$ cat config.mk
export PLATFORM = sky130hd
export DESIGN_NAME = cpu_memory
export DESIGN_NICKNAME = d
export VERILOG_FILES = /design/src/rtl/cpu_memory.sv
export SDC_FILE = /design/constraint.sdc
export NUM_CORES = 1
export LEC_CHECK = 0
export ABC_AREA = 1
export CAP_MARGIN = 40
export CORE_MARGIN = 2
export CORE_UTILIZATION = 50
export CTS_CLUSTER_SIZE = 30
export DETAILED_ROUTE_END_ITERATION = 10
export PLACE_DENSITY = 0.66
export SETUP_SLACK_MARGIN = 0.5
export SYNTH_ARGS = -nofsm -noshare
export SYNTH_HDL_FRONTEND = slang
export SYNTH_SLANG_ARGS = --single-unit
$ cat constraint.sdc
create_clock -name clk -period 4.42 [get_ports clk]
set_clock_uncertainty 0.15 [all_clocks]
set_input_delay 0.663 -clock clk [delete_from_list [all_inputs] [get_ports clk]]
set_output_delay 0.663 -clock clk [all_outputs]
set_load 0.05 [all_outputs]
$ cat src/rtl/cpu_memory.sv
`default_nettype none
// ============================================================================
// Module   : cpu_memory
// Brief    : CPU-side memory responder with a bring-up sequencer.
//            CLEAR zero-sweeps the array, LOAD accepts a program image from
//            the loader port, RUN serves CPU reads/writes with 1-cycle read
//            latency and write-through on out.
//            Optional feature macro: CPU_MEMORY_WRITE_PROTECT_EN
//            (suppresses CPU writes to addresses 0..7 in RUN, sticky prot_err).
// Revision : 1.0 - initial release
// ============================================================================
module cpu_memory #(
    parameter int ADDR_WIDTH     = 6,
    parameter int DATA_WIDTH     = 16,
    parameter int CLEAR_ON_RESET = 1
) (
    input  logic                  clk,
    input  logic                  rst,
    input  logic                  we,
    input  logic [ADDR_WIDTH-1:0] addr,
    input  logic [DATA_WIDTH-1:0] data,
    output logic [DATA_WIDTH-1:0] out,
    output logic                  ready,
    input  logic                  ld_valid,
    input  logic [ADDR_WIDTH-1:0] ld_addr,
    input  logic [DATA_WIDTH-1:0] ld_data,
    input  logic                  ld_done,
    output logic                  ld_ready,
    output logic                  prot_err
);

    localparam int DEPTH = 1 << ADDR_WIDTH;
    localparam logic [ADDR_WIDTH-1:0] c_PTR_LAST = '1;

    typedef enum logic [1:0] {
        S_CLEAR = 2'd0,
        S_LOAD  = 2'd1,
        S_RUN   = 2'd2
    } state_t;

    localparam state_t c_RESET_STATE = (CLEAR_ON_RESET != 0) ? S_CLEAR : S_LOAD;

`ifdef CPU_MEMORY_WRITE_PROTECT_EN
    // First instruction lives at 8; everything below it is CPU read-only.
    localparam logic [ADDR_WIDTH-1:0] c_PROT_LIMIT = ADDR_WIDTH'(8);
`endif

    logic [DATA_WIDTH-1:0] mem_q [DEPTH];

    state_t                state_q;
    logic [ADDR_WIDTH-1:0] ptr_q;
    logic [DATA_WIDTH-1:0] out_q;
    logic                  ready_q;
    logic                  ld_ready_q;

    logic                  wr_en;
    logic [ADDR_WIDTH-1:0] wr_addr;
    logic [DATA_WIDTH-1:0] wr_data;
    logic                  prot_hit;
    logic [DATA_WIDTH-1:0] rd_data;

    // Old array contents at the CPU address; a write in the previous cycle
    // has already landed, so back-to-back write/read sees the new word.
    assign rd_data = mem_q[addr];

    // Single write port shared by the sweep, the loader and the CPU.
    always_comb begin
        wr_en    = 1'b0;
        wr_addr  = '0;
        wr_data  = '0;
        prot_hit = 1'b0;
        case (state_q)
            S_CLEAR: begin
                wr_en   = 1'b1;
                wr_addr = ptr_q;
            end
            S_LOAD: begin
                wr_en   = ld_valid;
                wr_addr = ld_addr;
                wr_data = ld_data;
            end
            S_RUN: begin
`ifdef CPU_MEMORY_WRITE_PROTECT_EN
                prot_hit = we && (addr < c_PROT_LIMIT);
`endif
                wr_en   = we && !prot_hit;
                wr_addr = addr;
                wr_data = data;
            end
            default: begin
                wr_en = 1'b0;
            end
        endcase
    end

    // Storage array: not reset, only written through the shared port.
    always_ff @(posedge clk) begin
        if (wr_en) begin
            mem_q[wr_addr] <= wr_data;
        end
    end

`ifdef CPU_MEMORY_WRITE_PROTECT_EN
    logic prot_err_q;

    // Sticky protection flag, cleared only by reset.
    always_ff @(posedge clk or posedge rst) begin
        if (rst) begin
            prot_err_q <= 1'b0;
        end else if (prot_hit) begin
            prot_err_q <= 1'b1;
        end
    end

    assign prot_err = prot_err_q;
`else
    assign prot_err = 1'b0;
`endif

    // Bring-up sequencer with registered handshake outputs and read data.
    always_ff @(posedge clk or posedge rst) begin
        if (rst) begin
            state_q    <= c_RESET_STATE;
            ptr_q      <= '0;
            out_q      <= '0;
            ready_q    <= 1'b0;
            ld_ready_q <= 1'b0;
        end else begin
            case (state_q)
                S_CLEAR: begin
                    ptr_q <= ptr_q + 1'b1;
                    if (ptr_q == c_PTR_LAST) begin
                        state_q    <= S_LOAD;
                        ld_ready_q <= 1'b1;
                    end
                end
                S_LOAD: begin
                    // Also raises ld_ready one edge after reset when the
                    // sweep is skipped and LOAD is the reset state.
                    ld_ready_q <= 1'b1;
                    if (ld_done) begin
                        state_q    <= S_RUN;
                        ld_ready_q <= 1'b0;
                        ready_q    <= 1'b1;
                    end
                end
                S_RUN: begin
                    ready_q    <= 1'b1;
                    ld_ready_q <= 1'b0;
                    if (we && !prot_hit) begin
                        out_q <= data;
                    end else begin
                        out_q <= rd_data;
                    end
                end
                default: begin
                    state_q    <= c_RESET_STATE;
                    ready_q    <= 1'b0;
                    ld_ready_q <= 1'b0;
                end
            endcase
        end
    end

    assign out      = out_q;
    assign ready    = ready_q;
    assign ld_ready = ld_ready_q;

endmodule
`default_nettype wire
== Yosys cells after proc, flatten, opt, wreduce, memory -nomap -nowiden ==
Memories as Yosys holds them, arrays and structs flattened. A register that Yosys moved wholly into a read port is not among the register bits.
Cells that the tools add are included.

* Register bits after elaboration: 10
* Bits in latches: 0
* Bits in writable memories: 1024
* Bits in read-only memories: 0
* Bits of input ports: 49
* Output and inout port bits: 19
* Logic and storage cells: 29
* Memories kept: 1

{| class="wikitable"
|+ Memories
! memory !! words !! bits a word !! rd ports !! clocked after memory_dff !! wr ports !! line !! RTL
|-
| mem_q || 64 || 16 || 1 || 1 || 1 || 48 || <nowiki>logic [DATA_WIDTH-1:0] mem_q [DEPTH];</nowiki>
|}

* $add $sub $neg: 1
* Multiply operators: 0
* Div/mod/pow operators: 0
* Order comparisons: 0
* Equal/unequal tests: 5
* Shift operators: 0
* Mux-type cells: 13
* Bitwise logic cells: 2
* Reduce and logical (&&, ||, !) cells: 3

{| class="wikitable"
|+ Operators with widths
! operator !! count
|-
| case mux 16 bit (2 select lines) || 1
|-
| case mux 6 bit (3 select lines) || 1
|-
| adder 6 x 1 -> 6 bit (second input constant) || 1
|-
| equality test 6 bit (second input constant) || 1
|-
| case mux 1 bit (3 select lines) || 2
|-
| case mux 2 bit (3 select lines) || 1
|-
| 2-to-1 mux 1 bit || 5
|-
| 2-to-1 mux 2 bit || 2
|-
| inequality test 2 bit (second input constant) || 2
|-
| AND reduction 3 bit || 1
|-
| equality test 2 x 1 -> 1 bit (second input constant) || 1
|-
| equality test 2 bit (second input constant) || 1
|-
| logical NOT 2 bit || 1
|-
| inverter 1 bit || 2
|-
| case mux 1 bit (2 select lines) || 1
|-
| AND reduction 2 bit || 1
|}

== Logic depth before layout (Yosys ltp) ==
* Depth in word-level cells: 4
* Mapped depth: 15
* Depth with buffers taken out: 13

== Worst setup path after synthesis ==
OpenSTA, ideal clock, no wires.

* Path kind: register to register
* Start: register state_q[1]
* End: memory mem_q[0][0], data pin
* Setup time: 561 ps
* Arrival: 2988 ps
* Path slack: 721 ps
* Cell stages (with the launch flop): 7
* Buffers on the path: 2
* Period minus slack after synthesis: 3699 ps
* Path through: dfrtp_1 inv_1 ha_1 buf_6 buf_2 nand2_1 a21oi_1

* Word-level cells in the longest chain between the ends: 2
* Elaborated cells between the ends (all ways): 3
* Classes of those cells: eq/ne: 2; mux: 1

{| class="wikitable"
|+ Ends and longest elaborated chain
! element !! line !! RTL
|-
| start, declared || 50 || <nowiki>state_t state_q;</nowiki>
|-
| start signal, assigned || 123 || <nowiki>state_q <= c_RESET_STATE;</nowiki>
|-
| start signal, assigned || 157 || <nowiki>state_q <= c_RESET_STATE;</nowiki>
|-
| equality test 2 bit / equality test 2 x 1 -> 1 bit (equally long branches) || 72 || <nowiki>case (state_q)</nowiki>
|-
| case mux 16 bit (2 select lines) (*) || 72 ||
|-
| via wr_data[0] || 58 || <nowiki>logic [DATA_WIDTH-1:0] wr_data;</nowiki>
|-
| end, declared || 48 ||
|}

Mark *: on every way through the listed nets, which the timed path passes. The rest lies on a longest branch.

== Worst setup path in the final report ==
* Start: register state_q[0]
* End: memory mem_q[58][7], enable pin

* Word-level cells in the longest chain between the ends: 4
* Elaborated cells between the ends (all ways): 7
* Classes of those cells: eq/ne: 2; mux: 4; reduce/logical: 1

{| class="wikitable"
|+ Ends and longest elaborated chain
! element !! line !! RTL
|-
| equality test 2 bit, or another cell as far along || 72 ||
|-
| case mux 1 bit (3 select lines) || 72 ||
|-
| 2-to-1 mux 1 bit || 98 || <nowiki>if (wr_en) begin</nowiki>
|-
| 2-to-1 mux 1 bit (implied by the code) || 99 || <nowiki>mem_q[wr_addr] <= wr_data;</nowiki>
|}

Several ways; a longest one is shown, not always the timed one.

==> run_results.csv <==
group,metric,value,unit
setup_path,worstPathRequired,4.60,ns
sta,worst_pin_slew,0.918,ns
power,p_per_area,420,mW/mm^2
layout,nFillCells,7037,
placement,place.gp.congestion,0.881,
route,drc,0,
placement,io_buffers,66,
grt,grt_use_total,26.6,%
die,rows,107,
layout,layout-drive-gt1-share,9.14,%
clock_network,clk_path_buf_depth,3,
clock_network,path_clk_slew,0.06,ns
logic_synthesis,synth-edff-count,1024,
sta,layout_setup_ws,0.878,ns
setup_path,slowest_stage,"nand3_1",
sta,timing.final.crit_share,80.1,%
power,p_leak,0.0173,uW
setup_path,criticalPathCategory,"reg2reg",
logic_synthesis,synth_cells,3764,
setup_path,cp.buffers_inverters,3,
clock_network,ctsHoldBuffers,0,
logic_synthesis,ys.flop_type,"edfxtp_1",
sta,hold_viol,0,
logic_synthesis,netlist_area,0.0433,sq mm
route,drtIter0Drc,3647,
power,power.switching,4480,uW
layout,fin_nets,3905,
clock_network,cts_made_buffers,103,
sta,max_freq,282,MHz
setup_path,end_kind,"flop",
power,switching_share,21.6,%
route,wire_per_inst,23.3,um
clock_network,root_buffer,"clkbuf_16",
setup_path,crit_chain,"inv_1 -> ha_1 -> buf_4 -> nand2_1 -> nand3_2 -> nand2_2 -> nor2_1 -> nand3_1 -> nor2_1 -> buf_4",
setup_path,max_stage_delay,0.69,ns
placement,placed_cell_area,0.0459,sq mm
logic_synthesis,yosysUniqueCellTypes,30,
sta,slew_violations,0,
status,outcome,"finished, final reports clean",
setup_path,crit_path_start_kind,"flop",
placement,place_worst_setup_slack,0.913,ns
clock_network,cts.htree.levels,3,
grt,grt_pass1_vias,27800,
setup_path,cp_max_fo,20,
die,dieArea,0.0889,sq mm
die,io_pins,68,
logic_synthesis,syn_area_per_cell,11.5,sq um
die,die_h,298,um
power,power_frac_comb,5.5,%
power,clkPwrFrac,42.6,%
grt,grt_pass1_wl,178000,um
grt,grt_max_degree,180,
route,drt_first_pass_iters,5,
die,coreArea,0.0854,sq mm
logic_synthesis,ys_seq_area_share,72.6,%
setup_path,cp_top_family,"simple AND/OR/NAND/NOR gates",
sta,slew-limit-headroom,38.8,%
layout,fin_area,0.0493,sq mm
logic_synthesis,synth_seq_cells,1050,
hold_path,hold_path_class,"in2async",
logic_synthesis,syn_nets,3820,
setup_path,cp.arrival,3.72,ns
logic_synthesis,yosys.area.top_type,"edfxtp_1",
grt,antenna_found_initial,2,
die,die_w,298,um
sta,rsz0062_at_grt,"no",
power,ir_drop,0.431,mV
clock_network,cts_sinks,1050,
sta,fin_crit,3.54,ns
grt,gr-total-overflow,0,
clock_network,cts_tree,"done",
route,vias,29100,
power,power.internal,16200,uW
logic_synthesis,ys_warn_count,0,
die,initial_core_util,50.6,%
logic_synthesis,synth_top_cell_area_share,71.1,%
sta,setup_tns,0,ns
clock_network,cts.repair.resized,0,
route,drt-total-wl,118000,um
sta,finalSetupViolCount,0,
logic_synthesis,yosys-top-cells-count,"nand2_1 (1395), edfxtp_1 (1024), nand3_1 (893), buf_2 (132), nor2_1 (87)",
power,seqPwrFrac,51.9,%
flow_run,drv_cap,0,
logic_synthesis,yosysMostFrequentCell,"nand2_1",
logic_synthesis,ys_async_sr_fraction,2.48,%
route,viasPerCell,5.73,
layout,synthToLayoutAreaGrowth,14.1,%
placement,dp_hpwl,69300,um
logic_synthesis,synth_area_leaders,"edfxtp_1 (71%), nand2_1 (12%), nand3_1 (10%)",
clock_network,insertion_delay,0.67,ns
route,ant_nets,0,
clock_network,cts_setup_buffers,0,
layout by cell type (no fill, tap or decap), types with 6 or more instances in the layout:
cell type,count
clkbuf_1,25
buf_4,120
nand2_2,7
clkdlybuf4s50_1,62
clkinv_1,27
nor2_2,16
inv_1,11
ha_1,7
clkinv_2,19
a21oi_4,16
buf_12,25
nor3_2,8
bufinv_16,12
nor2_1,87
nand2_1,1395
nand3_1,893
edfxtp_1,1024
clkbuf_16,106
dfrtp_1,26
nand3_2,6
power by group through the flow:
stage               clock, uW  sequential, uW  combinational [uW]
floorplan                   0           11000                 727
global placement            0           11000                1110
detailed placement          0           11000                1120
CTS                      8890           10800                1130
global route             9270           10700                1250
finish                   8820           10800                1140
cell type report:
cell class | instances | area [sq um] | share of cell area [%]
antenna | 1 | 2.50 | 0.00507
clock buffer | 135 | 2800 | 5.68
clock inverter | 60 | 598 | 1.21
inverter | 21 | 101 | 0.205
multi-input combinational | 2459 | 10800 | 22.0
sequential | 1050 | 31400 | 63.6
tap | 1144 | 1430 | 2.90
timing repair buffer | 214 | 2170 | 4.39
path summary, 6_finish.rpt:
check / start / end / slack, ns / cells after the start
worst max register to register: state_q[0]$_DFFE_PP0P_ / mem_q[58][7]$_DFFE_PP_ / 0.88 / 10
max in group asynchronous: rst / out[3]$_DFFE_PP0N_ / 3.33 / 3
worst min register to register: ptr_q[1]$_DFFE_PP0N_ / ptr_q[1]$_DFFE_PP0N_ / 0.36 / 2
min in group clk: ptr_q[1]$_DFFE_PP0N_ / ptr_q[1]$_DFFE_PP0N_ / 0.36 / 2
worst min-delay path: rst / ready$_DFFE_PP0P_ / 0.15 / 2
worst max-delay path: state_q[0]$_DFFE_PP0P_ / mem_q[58][7]$_DFFE_PP_ / 0.88 / 10
cells by family after synthesis:
family | Yosys count | synth area share, %
other cells | 1 | 0.00867
simple gates | 2418 | 23.9
fa+ha+maj | 7 | 0.202
compound gates | 27 | 0.321
xor+xnor | 6 | 0.121
buf+inv | 255 | 2.88
flops | 1050 | 72.6
worst reg2reg max path: stages, from the launching register on:
cell and delay (ns):
dfrtp_1 0.41, inv_1 0.13, ha_1 0.31, buf_4 0.30, nand2_1 0.10, nand3_2 0.10
nand2_2 0.10, nor2_1 0.20, nand3_1 0.69, nor2_1 0.35, buf_4 0.33
routing by layer:
layer | up-vias | track usage (%) | wire [um]
met5 | - | 0 | 0
met4 | 0 | 9.64 | 4260
met3 | 243 | 5.20 | 11400
met2 | 1395 | 40.7 | 54400
met1 | 14200 | 38.2 | 48400
li1 | 13300 | - | -
sequential cells by signal (all words and copies together), names as in the netlist:
register  count
state_q       2
ptr_q         6
mem_q      1024
ld_ready      1
ready         1
out          16
stage by stage:
| step | hold slack (ns) | total power [uW] | util, % | std cells |
|---|---|---|---|---|
| floorplan | 0.317 | 11700 | - | 3764 |
| global placement | 0.342 | 12100 | 53.6 | 4882 |
| detailed placement | 0.345 | 12100 | 53.8 | 4888 |
| CTS | 0.137 | 20800 | 57.8 | 5083 |
| global route | 0.197 | 21300 | 57.8 | 5084 |
| finish | 0.150 | 20700 | 57.8 | 5084 |
(Power assumes the default switching activity.)
